[src/rtl/ctrl_pkg.sv]
// Shared encodings for the multi-cycle RV32I controller: FSM states, opcodes,
// ALU select codes and datapath mux encodings. HALT exists only with CTRL_ILLEGAL_TRAP_EN.
package ctrl_pkg;

  typedef enum logic [3:0] {
    S_FETCH,
    S_DECODE,
    S_MEMADR,
    S_MEMREAD,
    S_MEMWB,
    S_MEMWRITE,
    S_EXECR,
    S_EXECI,
    S_ALUWB,
    S_JAL,
    S_BRANCH,
    S_LUI
`ifdef CTRL_ILLEGAL_TRAP_EN
    , S_HALT
`endif
  } state_e;

  localparam logic [6:0] OP_LW  = 7'b0000011;
  localparam logic [6:0] OP_SW  = 7'b0100011;
  localparam logic [6:0] OP_R   = 7'b0110011;
  localparam logic [6:0] OP_I   = 7'b0010011;
  localparam logic [6:0] OP_BR  = 7'b1100011;
  localparam logic [6:0] OP_JAL = 7'b1101111;
  localparam logic [6:0] OP_LUI = 7'b0110111;

  localparam logic [2:0] ALUCTL_ADD   = 3'b000;
  localparam logic [2:0] ALUCTL_SUB   = 3'b001;
  localparam logic [2:0] ALUCTL_AND   = 3'b010;
  localparam logic [2:0] ALUCTL_OR    = 3'b011;
  localparam logic [2:0] ALUCTL_XOR   = 3'b100;
  localparam logic [2:0] ALUCTL_SHIFT = 3'b101;
  localparam logic [2:0] ALUCTL_CMP   = 3'b110;
  localparam logic [2:0] ALUCTL_ZERO  = 3'b111;

  localparam logic [1:0] ALUOP_ADD   = 2'b00;
  localparam logic [1:0] ALUOP_SUB   = 2'b01;
  localparam logic [1:0] ALUOP_FUNCT = 2'b10;

  localparam logic [1:0] RES_ALUOUT    = 2'b00;
  localparam logic [1:0] RES_DATA      = 2'b01;
  localparam logic [1:0] RES_ALURESULT = 2'b10;
  localparam logic [1:0] RES_IMMEXT    = 2'b11;

  localparam logic [1:0] SRCA_PC    = 2'b00;
  localparam logic [1:0] SRCA_OLDPC = 2'b01;
  localparam logic [1:0] SRCA_RS1   = 2'b10;

  localparam logic [1:0] SRCB_RS2   = 2'b00;
  localparam logic [1:0] SRCB_IMM   = 2'b01;
  localparam logic [1:0] SRCB_FOUR  = 2'b10;

  localparam logic [2:0] IMM_I = 3'b000;
  localparam logic [2:0] IMM_S = 3'b001;
  localparam logic [2:0] IMM_B = 3'b010;
  localparam logic [2:0] IMM_J = 3'b011;
  localparam logic [2:0] IMM_U = 3'b100;

  function automatic logic [2:0] imm_src_of(input logic [6:0] op);
    case (op)
      OP_LW, OP_I: imm_src_of = IMM_I;
      OP_SW:       imm_src_of = IMM_S;
      OP_BR:       imm_src_of = IMM_B;
      OP_JAL:      imm_src_of = IMM_J;
      OP_LUI:      imm_src_of = IMM_U;
      default:     imm_src_of = 3'b000;
    endcase
  endfunction

endpackage

[src/rtl/multicycle_controller_alu_op_decoder.sv]
// ALU decoder: maps ALUOp, funct3, funct7[5] and op[5] to the 3-bit ALUControl select.
module alu_op_decoder
  import ctrl_pkg::*;
(
  input  logic [1:0] alu_op,
  input  logic [2:0] funct3,
  input  logic       funct7_5,
  input  logic       op_5,
  output logic [2:0] alu_control
);

  always_comb begin
    alu_control = ALUCTL_ZERO;
    case (alu_op)
      ALUOP_ADD: alu_control = ALUCTL_ADD;
      ALUOP_SUB: alu_control = ALUCTL_SUB;
      ALUOP_FUNCT: begin
        case (funct3)
          // funct7[5] only means subtract for R-type; addi reuses that bit as immediate.
          3'b000:         alu_control = (op_5 & funct7_5) ? ALUCTL_SUB : ALUCTL_ADD;
          3'b001, 3'b101: alu_control = ALUCTL_SHIFT;
          3'b010, 3'b011: alu_control = ALUCTL_CMP;
          3'b100:         alu_control = ALUCTL_XOR;
          3'b110:         alu_control = ALUCTL_OR;
          default:        alu_control = ALUCTL_AND;
        endcase
      end
      default: alu_control = ALUCTL_ZERO;
    endcase
  end

endmodule

[src/rtl/multicycle_controller.sv]
// Moore FSM control unit for the multi-cycle RV32I datapath.
// Optional illegal-opcode trap (HALT state, illegal flag) enabled by CTRL_ILLEGAL_TRAP_EN.
module multicycle_controller
  import ctrl_pkg::*;
(
  input  logic       clk,
  input  logic       rst_n,
  input  logic [6:0] op,
  input  logic [2:0] funct3,
  input  logic       funct7_5,
  input  logic       Zero,
  output logic       PCWrite,
  output logic       AdrSrc,
  output logic       MemWrite,
  output logic       IRWrite,
  output logic       RegWrite,
  output logic [1:0] ResultSrc,
  output logic [1:0] ALUSrcA,
  output logic [1:0] ALUSrcB,
  output logic [2:0] ImmSrc,
  output logic [2:0] ALUControl,
  output logic       illegal
);

  state_e     state_q, state_d;
  logic       pc_update, branch, taken;
  logic       ir_write_s, reg_write_s, mem_write_s;
  logic [1:0] alu_op;

  always_ff @(posedge clk or negedge rst_n) begin
    if (!rst_n) state_q <= S_FETCH;
    else        state_q <= state_d;
  end

  always_comb begin
    state_d = S_FETCH;
    case (state_q)
      S_FETCH: state_d = S_DECODE;
      S_DECODE: begin
        case (op)
          OP_LW, OP_SW: state_d = S_MEMADR;
          OP_R:         state_d = S_EXECR;
          OP_I:         state_d = S_EXECI;
          OP_JAL:       state_d = S_JAL;
          OP_BR:        state_d = S_BRANCH;
          OP_LUI:       state_d = S_LUI;
`ifdef CTRL_ILLEGAL_TRAP_EN
          default:      state_d = S_HALT;
`else
          default:      state_d = S_FETCH;
`endif
        endcase
      end
      S_MEMADR:   state_d = op[5] ? S_MEMWRITE : S_MEMREAD;
      S_MEMREAD:  state_d = S_MEMWB;
      S_EXECR,
      S_EXECI,
      S_JAL:      state_d = S_ALUWB;
`ifdef CTRL_ILLEGAL_TRAP_EN
      S_HALT:     state_d = S_HALT;
`endif
      default:    state_d = S_FETCH;
    endcase
  end

  always_comb begin
    pc_update   = 1'b0;
    branch      = 1'b0;
    ir_write_s  = 1'b0;
    reg_write_s = 1'b0;
    mem_write_s = 1'b0;
    AdrSrc      = 1'b0;
    ResultSrc   = RES_ALUOUT;
    ALUSrcA     = SRCA_PC;
    ALUSrcB     = SRCB_RS2;
    alu_op      = ALUOP_ADD;
    case (state_q)
      S_FETCH: begin
        ir_write_s = 1'b1;
        pc_update  = 1'b1;
        ALUSrcB    = SRCB_FOUR;
        ResultSrc  = RES_ALURESULT;
      end
      S_DECODE: begin
        ALUSrcA = SRCA_OLDPC;
        ALUSrcB = SRCB_IMM;
      end
      S_MEMADR: begin
        ALUSrcA = SRCA_RS1;
        ALUSrcB = SRCB_IMM;
      end
      S_MEMREAD: AdrSrc = 1'b1;
      S_MEMWB: begin
        ResultSrc   = RES_DATA;
        reg_write_s = 1'b1;
      end
      S_MEMWRITE: begin
        AdrSrc      = 1'b1;
        mem_write_s = 1'b1;
      end
      S_EXECR: begin
        ALUSrcA = SRCA_RS1;
        ALUSrcB = SRCB_RS2;
        alu_op  = ALUOP_FUNCT;
      end
      S_EXECI: begin
        ALUSrcA = SRCA_RS1;
        ALUSrcB = SRCB_IMM;
        alu_op  = ALUOP_FUNCT;
      end
      S_ALUWB: reg_write_s = 1'b1;
      S_JAL: begin
        ALUSrcA   = SRCA_OLDPC;
        ALUSrcB   = SRCB_FOUR;
        pc_update = 1'b1;
      end
      S_BRANCH: begin
        ALUSrcA = SRCA_RS1;
        ALUSrcB = SRCB_RS2;
        alu_op  = ALUOP_SUB;
        branch  = 1'b1;
      end
      S_LUI: begin
        ResultSrc   = RES_IMMEXT;
        reg_write_s = 1'b1;
      end
      default: ;
    endcase
  end

  always_comb begin
    case (funct3)
      3'b000:  taken = Zero;
      3'b001:  taken = ~Zero;
      default: taken = 1'b0;
    endcase
  end

  // Enables are qualified by rst_n so an asserted reset kills any write in the same cycle.
  assign PCWrite  = rst_n & (pc_update | (branch & taken));
  assign IRWrite  = rst_n & ir_write_s;
  assign RegWrite = rst_n & reg_write_s;
  assign MemWrite = rst_n & mem_write_s;
  assign ImmSrc   = imm_src_of(op);

`ifdef CTRL_ILLEGAL_TRAP_EN
  assign illegal = rst_n & (state_q == S_HALT);
`else
  assign illegal = 1'b0;
`endif

  alu_op_decoder u_alu_op_decoder (
    .alu_op      (alu_op),
    .funct3      (funct3),
    .funct7_5    (funct7_5),
    .op_5        (op[5]),
    .alu_control (ALUControl)
  );

endmodule

[config.mk]
export PLATFORM = sky130hd
export DESIGN_NAME = multicycle_controller
export DESIGN_NICKNAME = d
export VERILOG_FILES = /design/src/rtl/ctrl_pkg.sv /design/src/rtl/multicycle_controller_alu_op_decoder.sv /design/src/rtl/multicycle_controller.sv
export SDC_FILE = /design/constraint.sdc
export NUM_CORES = 1
export LEC_CHECK = 0
export BUFFER_PORTS_ARGS = -buffer_cell sky130_fd_sc_hd__buf_2
export CAP_MARGIN = 25
export CORE_AREA = 5 5 42 44
export CTS_CLUSTER_DIAMETER = 200
export CTS_CLUSTER_SIZE = 40
export DETAILED_ROUTE_END_ITERATION = 16
export DIE_AREA = 0 0 47 49
export GPL_ROUTABILITY_DRIVEN = 0
export PLACE_DENSITY = 0.8
export SLEW_MARGIN = 20
export SYNTH_ARGS = -nofsm -noshare
export SYNTH_HDL_FRONTEND = slang
export SYNTH_SLANG_ARGS = --single-unit
[constraint.sdc]
create_clock -name clk -period 2.4 [get_ports clk]
set_clock_uncertainty 0.05 [all_clocks]
set_input_delay 0 -clock clk [delete_from_list [all_inputs] [get_ports clk]]
set_output_delay 0 -clock clk [all_outputs]
set_load 0.05 [all_outputs]
# After elaboration in Yosys (flattened, before gate mapping)
# Cells that the tools add are included.
# word_totals
register_bits	4
in_bits	14
output_inout_bits	18
wordCells	67
# op_classes
eq_ne	26
mux	18
bitwise_logic	8
n_reduce_logical	14
# op_table
cell	n
case mux 4 bit (6 select lines)	1
equality test 7 x 6 -> 1 bit (second input constant)	3
case mux 4 bit (5 select lines)	1
equality test 4 x 3 -> 1 bit (second input constant)	4
equality test 4 bit (second input constant)	4
case mux 3 bit (5 select lines)	1
equality test 7 bit (second input constant)	2
OR reduction 2 bit	7
case mux 2 bit (2 select lines)	3
case mux 3 bit (4 select lines)	1
equality test 3 bit (second input constant)	3
case mux 3 bit (3 select lines)	1
OR reduction 3 bit	3
equality test 4 x 2 -> 1 bit (second input constant)	2
equality test 7 x 2 -> 1 bit (second input constant)	1
equality test 7 x 5 -> 1 bit (second input constant)	1
two-way mux 1 bit	7
AND 1 bit	6
equality test 3 x 2 -> 1 bit (second input constant)	2
case mux 2 bit (3 select lines)	1
equality test 4 x 1 -> 1 bit (second input constant)	1
logical NOT 4 bit	1
OR reduction 4 bit	1
equality test 3 x 1 -> 1 bit (second input constant)	1
other kinds (8)	8

# Logic depth before layout (Yosys ltp)
# Gate-level depths: netlist of the first run.
# logic_depth
word_depth	5
mapped_depth	5
mapped_depth_nobuf	4

# Hierarchy
# Synthesis of the first run repeated with hierarchy kept, for this count alone.
# unflattened
cells_unflattened	90
hier_area_um2	651.9
# modules_own_cells
module	n_inst	cells_each	area_per_inst_um2	seq_area_each_um2
multicycle_controller	1	80	588.1	100.1
alu_op_decoder	1	10	63.8	0.0

# Worst setup path after synthesis of the first run
# No wires, ideal clock.
# synth_timing
kind	register -> output
from	register state_q[3]
to	output port PCWrite
arrival_time_ns	2.328
required_ns	2.350
slack_ns	0.022
path_stages_with_launch	5
n_path_buf	1
cell_sequence	dfrtp_1 buf_2 xor2_1 nor3_1 o21a_1
# synth_between
elab_chain_len	5
word_cells_on_any_way	9
cone_classes	eq/ne (2); mux (2); bitwise (3); reduce/logical (2)
# synth_lines
item	line_no	text
start, declared	multicycle_controller.sv:25	state_e state_q, state_d;
start signal, assigned	multicycle_controller.sv:32	else state_q <= state_d;
equality test 4 bit / logical NOT 4 bit (equally long branches)	multicycle_controller.sv:77	case (state_q)
OR reduction 2 bit (no source line) / two-way mux 1 bit (equally long branches)	--	
two-way mux 1 bit / AND 1 bit (equally long branches)	multicycle_controller.sv:77, multicycle_controller.sv:140	
OR 1 bit (*)	multicycle_controller.sv:140	assign PCWrite = rst_n & (pc_update | (branch & taken));
AND 1 bit (*)	multicycle_controller.sv:140	
end, declared	multicycle_controller.sv:12	output logic PCWrite,
# Every way passes the cells marked *; elsewhere a longest branch is shown, timed or not.

# Worst setup path after layout of the first run
# Ends and elaborated chain as after synthesis.

==> results of run 1 <==
## area by class of cell
cell class,instances,area [um2]
Multi-Input combinational cell,74,439
Sequential cell,4,100
Tap cell,16,20.0
Timing Repair Buffer,31,160
Inverter,3,11.3
Fill cell,142,648
Clock buffer,3,22.5
## repair_timing
action | in CTS | in global routing
hold buffers | 1 | 0
setup buffers | 0 | 0
hold endpoints to repair | 4 | 0
## critical path: stages (launching register included)
cell      delay, ps
dfrtp_1         530
nor2b_1         280
nand4b_1        120
nor3_1          150
o21a_1          120
buf_2           250
## worst paths after layout
kind,start,end,slack [ps],cells past startpoint
worst min-delay path,op[5],state_q[1],20,2
worst max-delay path,state_q[3],PCWrite,650,5
worst min register to register,state_q[3],state_q[3],650,2
max in group asynchronous,rst_n,state_q[0],2080,2
worst max register to register,state_q[1],state_q[0],1000,2
min in group asynchronous,rst_n,state_q[1],80,2
## metrics by stage
stage,area (um2),cells
3_3_place_gp,721,127
4_1_cts,753,131
3_5_place_dp,721,127
6_report,753,131
2_1_floorplan,602,88
5_1_grt,753,131
## logic make-up after synthesis
group	synth area share, %
flops	16.6
buf+inv	10.4
simple gates	45.7
compound gates	17.5
xor+xnor	7.28
mux	1.87
other cells	0.623
## power groups by stage
stage          registers (mW)  clock network (mW)  logic, mW
2_1_floorplan          0.0914                   0      0.374
3_5_place_dp            0.123                   0      0.426
4_1_cts                 0.122              0.0887      0.428
5_1_grt                 0.128              0.0950      0.456
3_3_place_gp            0.121                   0      0.421
6_report                0.123              0.0861      0.426
## placed cells by master, fill, tap and decap left out, drive strengths merged, types with 2 or more instances in the layout
master   n
dfrtp    4
o21ai    5
a21boi   3
nor2     7
or3      2
buf     30
nand3b   3
xor2     3
nand3    6
inv      3
o22ai    2
nor2b    2
nor3     6
clkbuf   3
nand2b   4
and3     4
xnor2    2
a21oi    3
nor3b    2
nand2    8
## layer usage
layer,GRT usage [%],vias up
li1,-,368
met1,17.8,305
met2,21.7,29
met3,2.58,5
met4,8.29,0
met5,0,-
==> metrics, run 1 <==
ys async rst share=100%; EDFF count, synth=0; clock power share=13.6%; Post-Syn Nets=102; Worst setup EP type=output port; Pleak=about 0.38 nW; #FFs+latches synth=4; antenna viol nets, final=0; Sw Share=59.4%; Largest register FFs=4; final net count=about 130; PnR Total Power=between 0.6 and 0.7 mW; final core utilization=53.8%; first-iteration detailed-routing DRC count=14; post-synthesis cell count=just under 90; Placement Setup Slack=about 900 ps; Core Rows=14; vias in the first global route=602; Reg power frac=between 10% and 20%; RSZ-0062 raised after global routing=no; Worst-path clk slew=around 40 ps; M1 WL=roughly 650 um; Power Dens Cells=between 800 and 900 nW/um2; cell accounting for the most synthesized area=dfrtp_1; startpoint class of the critical path=flop; top sig layer=met4; First-pass DRT Iterations=4; Hold Vio Cnt, Final=0; WL/cell=between 10 and 15 um; DR WL met2=between 700 and 800 um; Largest Register=state_q; clk root buf=clkbuf_4; cts bufs inserted=3; Pins Over Slew Limit=0; max cap viols=0; synthesis warning total=0; P_int=approximately 0.26 mW; top post-synthesis cells by count=nand2_1, nor2_1, nand3_1, nor3_1; total wire length=approximately 1600 um; via-per-instance ratio=about 5.4; Final WS setup=roughly 650 ps; sequential area share after synthesis=16.6%; initial core utilization=a little over two fifths; post-synth cell types=37; layout cell share with drive strength beyond 1=30.4%; core area=1400 um2; Max Freq=between 500 and 600 MHz; Sink Count=4; Synth Cell Area=around 600 um2; Crit path required time=2350 ps; outcome=finished, final reports clean; Die ar.=between 2000 and 2500 um2; # port buffers=30; Die W=around 47 um; Comb power frac=roughly two thirds; # H-tree levels=1; CTS resizes=0; Worst VDD drop=around 0.49 mV; initial antenna violation count=0; Synth area leaders=dfrtp_1, nand3_1, nor3_1, nand2_1, nor2_1; Primary FF master, synth=dfrtp_1; Area Overhead vs Synth=25.2%; Clk Latency, worst-skew pair=about 240 ps; crit path max fanout=12; crit path DAT=approximately 1700 ps; routed wl met3=approximately 160 um; hpwl dp=approximately 1200 um; Total Neg Setup Slack=0 ps; vias=between 700 and 800; pin count of the biggest net entering global routing=19; Total GRT Usage=around 14%; min cycle time layout=about 1700 ps; Hold Crit Class=in2reg; Setup-failing EPs final=0; Crit Path Category=reg2out; clock buffer depth=2; die height=49 um; CTS tree=done; Fin Hold WS=20.1 ps; most common cell in the netlist=nand2_1; Ant. Diodes=0; DRC=0; Largest regs=state_q x4; I/O pin count=32; Psw=0.377 mW; Tcrit/Tclk final=between 70 and 80%; first-pass GRT wire length=~2400 um; global route overflow=0; synthesized area per cell=slightly below 7 um2; Synth top area share=16.6%
(Power assumes the default switching activity.)
==> run 2, diff against run 1 <==
--- a/config.mk
+++ b/config.mk
@@ -7,13 +7,13 @@
 export LEC_CHECK = 0
 export BUFFER_PORTS_ARGS = -buffer_cell sky130_fd_sc_hd__buf_2
 export CAP_MARGIN = 25
-export CORE_AREA = 5 5 42 44
+export CORE_MARGIN = 5
+export CORE_UTILIZATION = 43
 export CTS_CLUSTER_DIAMETER = 200
 export CTS_CLUSTER_SIZE = 40
 export DETAILED_ROUTE_END_ITERATION = 16
-export DIE_AREA = 0 0 47 49
 export GPL_ROUTABILITY_DRIVEN = 0
-export PLACE_DENSITY = 0.8
+export PLACE_DENSITY = 0.77
 export SLEW_MARGIN = 20
 export SYNTH_ARGS = -nofsm -noshare
 export SYNTH_HDL_FRONTEND = slang
==> constraint.sdc (replaced) <==
create_clock -name clk -period 1.7 [get_ports clk]
set_clock_uncertainty 0.05 [all_clocks]
set_input_delay 0 -clock clk [delete_from_list [all_inputs] [get_ports clk]]
set_output_delay 0 -clock clk [all_outputs]
set_load 0.05 [all_outputs]
==> metrics, run 2 (synthesized netlist as in run 1, its figures left out) <==
Pins Over Slew Limit=0 (unchanged); area of the multi-input gates=469 um2 (+6.8%); Power Dens Cells=1160 nW/um2 (+38%); Sink Count=4 (unchanged); Setup-failing EPs final=0 (unchanged); commonest non-fill, non-tap cell in the layout=buf_2; initial antenna violation count=0 (unchanged); Ant. Diodes=0 (unchanged); initial core utilization=45.7% (+2.7 points); Core Rows=13 (-1); pin count of the biggest net entering global routing=16 (-3); vias=702 (-0.71%); layout cell share with drive strength beyond 1=39.3% (+8.9 points); total wire length=1640 um (+5.3%); Hold Vio Cnt, Final=0 (unchanged); max cap viols=0 (unchanged); Tcrit/Tclk final=94.1%; Largest register FFs=4 (unchanged); PnR Total Power=0.935 mW (+47%); cts bufs inserted=3 (unchanged); Largest regs=state_q x4; Non-Filler Instances=132 (+0.76%); Worst VDD drop=0.633 mV (+29%); most frequent cells in the layout=buf_2, nand2_1, nor2_1, nand3_1; Total GRT Usage=15.9% (+1.7 points); I/O pin count=32 (unchanged); Reg area=104 um2 (+3.8%); Fillers=127 (-11%); First-pass DRT Iterations=3 (-1); global route overflow=0 (unchanged); CTS tree=done; Hold Crit Class=in2reg; crit path DAT=1550 ps (-150 ps); Worst setup EP type=output port; antenna viol nets, final=0 (unchanged); Crit path required time=1650 ps (-700 ps); worst reg2reg path depth=2 (unchanged); RSZ-0062 raised after global routing=no; Worst-path clk slew=30 ps (about the same); # H-tree levels=1 (unchanged); Crit Path Category=reg2out; Die W=47.4 um (+0.87%); core area=1320 um2 (-6.0%); Worst Hold Endpoint=state_q[1]; clk root buf=clkbuf_4; hold_sp=op[5]; crit path max fanout=13 (+1); first-iteration detailed-routing DRC count=11 (-3); Pleak=0.393 nW (+4.0%); reg2reg end=state_q[0]; FF-to-FF Start=state_q[1]; WL/cell=12.4 um (+4.5%); Clk Latency, worst-skew pair=240 ps (about the same); first-pass GRT wire length=2500 um (+2.2%); startpoint class of the critical path=flop; outcome=finished, final reports clean; min cycle time layout=1600 ps; die height=47.4 um (-3.2%); DRC=0 (unchanged); Die ar.=2250 um2 (-2.4%); via-per-instance ratio=5.32 (-1.5%); hpwl dp=1310 um (+7.6%); R2R Setup Slk=350 ps (-650 ps); clock buffer depth=2 (unchanged); final net count=133 (+1.5%); Max Freq=625 MHz; Largest Register=state_q; # port buffers=30 (unchanged); Total Neg Setup Slack=0 ps (unchanged); Inst Count DP=128 (+0.79%); vias in the first global route=619 (+2.8%); Worst Hold Depth=2 (unchanged); Area Overhead vs Synth=33.9%
## run 2: cell count changes in the layout (fill, tap and decap cells not counted), sizes merged
cell	previous run	this run
clkbuf	3	5
## run 2: worst max-delay path by stage
stage	start	cells after the start	slack (ps)	endpoint
finish	state_q[1]	3	100	ResultSrc[1]
global route	state_q[2]	5	10	PCWrite
global placement	state_q[2]	5	300	PCWrite
detailed placement	state_q[2]	5	220	PCWrite
floorplan	state_q[2]	5	-230	ALUSrcB[0]
CTS	state_q[2]	4	20	ALUControl[0]
## run 2: timing repair
item	in CTS	in global routing
gates resized for setup	1	6
endpoints found under the setup margin	1	6
hold buffers	1	0
setup buffers	0	0
hold endpoints to repair	4	0
## run 2: final cells by class
| type | count | share of cell area, % |
|---|---|---|
| clock buffer | 3 | 2.80 |
| inverter | 3 | 1.40 |
| multi-input combinational | 74 | 58.2 |
| sequential | 4 | 12.9 |
| tap | 15 | 2.33 |
| timing repair buffer | 33 | 22.4 |
## run 2: routing by layer
metal	GRT usage [%]	vias to the layer above	share of wire (%)
met5	0	-	0
met4	11.0	0	1.8
met3	3.01	3	9.2
met2	27.0	24	49
met1	17.8	308	40
li1	-	367	-
## run 2: where the power goes
group	switching (mW)	internal, mW	total, mW	leakage, nW
Clock	0.0424	0.0791	0.122	0.0138
Sequential	0.0598	0.116	0.175	0.0490
Combinational	0.444	0.194	0.638	0.330
Total	0.546	0.389	0.935	0.393
## run 2: metrics by stage
step | area, um2 | util, % | setup WS (ps) | hold WS [ps]
after floorplan | 624 | - | -235 | -346
after detailed placement | 757 | 57.5 | 217 | -223
after global routing | 806 | 61.2 | 14.0 | 23.8
after CTS | 792 | 60.1 | 18.9 | 10.2
after global placement | 757 | 57.5 | 302 | -220
final | 806 | 61.2 | 99.6 | 13.0
## run 2: worst max-delay path: stages, from the launching register on
cell and delay (ps):
dfrtp_1 500, or3_1 410, a21oi_1 150, clkbuf_4 240
==> run 3, diff against run 2 <==
--- a/config.mk
+++ b/config.mk
@@ -8,12 +8,12 @@
 export BUFFER_PORTS_ARGS = -buffer_cell sky130_fd_sc_hd__buf_2
 export CAP_MARGIN = 25
 export CORE_MARGIN = 5
-export CORE_UTILIZATION = 43
+export CORE_UTILIZATION = 40
 export CTS_CLUSTER_DIAMETER = 200
 export CTS_CLUSTER_SIZE = 40
 export DETAILED_ROUTE_END_ITERATION = 16
 export GPL_ROUTABILITY_DRIVEN = 0
-export PLACE_DENSITY = 0.77
+export PLACE_DENSITY = 0.73
 export SLEW_MARGIN = 20
 export SYNTH_ARGS = -nofsm -noshare
 export SYNTH_HDL_FRONTEND = slang
==> metrics, run 3 (synthesized netlist as in run 1, its figures left out) <==
outcome=finished, final reports clean; Hold Crit Class=in2reg; final net count=133 (unchanged); Die W=48.8 um (+2.9%); worst path buffer plus inverter count=2 (+1); Power Dens Cells=1150 nW/um2 (-0.91%); core area=1470 um2 (+12%); die height=48.8 um (+2.9%); crit path DAT=1570 ps (+20 ps); global route overflow=0 (unchanged); dpl cell area=758 um2 (+0.17%); clk root buf=clkbuf_4; vias in the first global route=615 (-0.65%); total wire length=1630 um (-0.49%); hpwl dp=1260 um (-4.0%); Non-Filler Instances=133 (+0.76%); delay-heaviest family, CP=buffers and inverters; antenna viol nets, final=0 (unchanged); RSZ-0062 raised after global routing=no; crit-path cells=buf_4 -> or3_1 -> a21oi_1 -> buf_2; # port buffers=30 (unchanged); Worst setup EP type=output port; Core Rows=14 (+1); pin count of the biggest net entering global routing=16 (unchanged); Pins Over Slew Limit=0 (unchanged); I/O pin count=32 (unchanged); commonest non-fill, non-tap cell in the layout=buf_2; Final Instance Area=800 um2 (-0.78%); Hold Vio Cnt, Final=0 (unchanged); Die ar.=2380 um2 (+5.9%); Largest Register=state_q; clock buffer depth=2 (unchanged); Worst-path clk slew=40 ps (about the same); Area Overhead vs Synth=32.8%; Pleak=0.392 nW (-0.24%); first-iteration detailed-routing DRC count=22 (+11); most frequent cells in the layout=buf_2, nand2_1, nor2_1, nand3_1, nor3_1; initial core utilization=40.9% (-4.8 points); Total GRT Usage=12.6% (-3.3 points); layout cell share with drive strength beyond 1=39.3% (unchanged); Fillers=157 (+24%); Crit path required time=1650 ps (about the same); Inst Count DP=129 (+0.78%); startpoint class of the critical path=flop; Total Neg Setup Slack=0 ps (unchanged); initial antenna violation count=0 (unchanged); Max stage delay cell, worst path=dfrtp_1; Max Freq=616 MHz (-1.3%); CTS tree=done; WL/cell=12.2 um (-1.2%); Placement Setup Slack=246 ps (+28.6 ps); Worst VDD drop=0.556 mV (-12%); max incr delay on CP=440 ps (-60 ps); First-pass DRT Iterations=4 (+1); Tcrit/Tclk final=95.4% (+1.3 points); Final WS setup=77.7 ps (-21.9 ps); max cap viols=0 (unchanged); crit path max fanout=7 (-6); DRC=0 (unchanged); first-pass GRT wire length=2510 um (+0.28%); cts bufs inserted=3 (unchanged); # H-tree levels=1 (unchanged); min cycle time layout=1620 ps (+21.9 ps); Largest regs=state_q x4; Ant. Diodes=0 (unchanged); Setup-failing EPs final=0 (unchanged); Crit Path Category=reg2out; Largest register FFs=4 (unchanged); Sink Count=4 (unchanged); Clk Latency, worst-skew pair=230 ps (about the same); vias=722 (+2.8%); via-per-instance ratio=5.43 (+2.1%)
[run 3: cell types whose count changed in the layout (fill, tap and decap cells not counted)]
cell,before,now
nor2b_2,0,1
buf_2,28,29
nor2b_4,1,0
clkbuf_4,5,4
[run 3: layout make-up]
| cell class | count | area [um2] | share of cell area (%) |
|---|---|---|---|
| multi-input cells | 74 | 464 | 58.1 |
| flip-flops and latches | 4 | 104 | 13.0 |
| repair buffers | 33 | 178 | 22.2 |
| well taps | 16 | 20.0 | 2.50 |
| inverters | 3 | 11.3 | 1.41 |
| clock buffers | 3 | 22.5 | 2.82 |
[run 3: routing by layer]
layer	vias to the layer above	global-route usage, %	wire [um]
li1	373	-	-
met1	318	15.8	762
met2	31	20.7	737
met3	0	2.45	128
met4	0	5.38	0
met5	-	0	0
[run 3: power breakdown]
| group | internal (mW) | switching, mW |
|---|---|---|
| Sequential | 0.116 | 0.0625 |
| Combinational | 0.187 | 0.440 |
| Clock | 0.0787 | 0.0358 |
| Total | 0.381 | 0.538 |
[run 3: path summary, 6_finish.rpt]
check | to | slack, ps | start | cells past startpoint
max | ResultSrc[1] | 80 | state_q[3] | 4
min | state_q[1] | 30 | op[5] | 2
max reg2reg | state_q[0] | 340 | state_q[1] | 2
min reg2reg | state_q[2] | 630 | state_q[0] | 2
max in group asynchronous | state_q[1] | 1370 | rst_n | 2
min in group asynchronous | state_q[3] | 70 | rst_n | 2
[run 3: timing repair]
| item | in CTS | in global routing |
|---|---|---|
| resized for setup | 1 | 4 |
| hold buffers | 1 | 0 |
| endpoints found under the setup margin | 1 | 6 |
| pin swaps | 0 | 0 |
| buffers inserted | 0 | 0 |
| hold endpoints to repair | 4 | 0 |
| cloned | 0 | 0 |
[run 3: per-stage QoR]
stage	total power, mW	utilization, %	hold WS [ps]
3_5_place_dp	0.797	51.5	-219
5_1_grt	0.979	54.3	47.0
4_1_cts	0.919	53.9	27.1
3_3_place_gp	0.790	51.5	-221
6_report	0.919	54.3	34.1
2_1_floorplan	0.671	-	-346
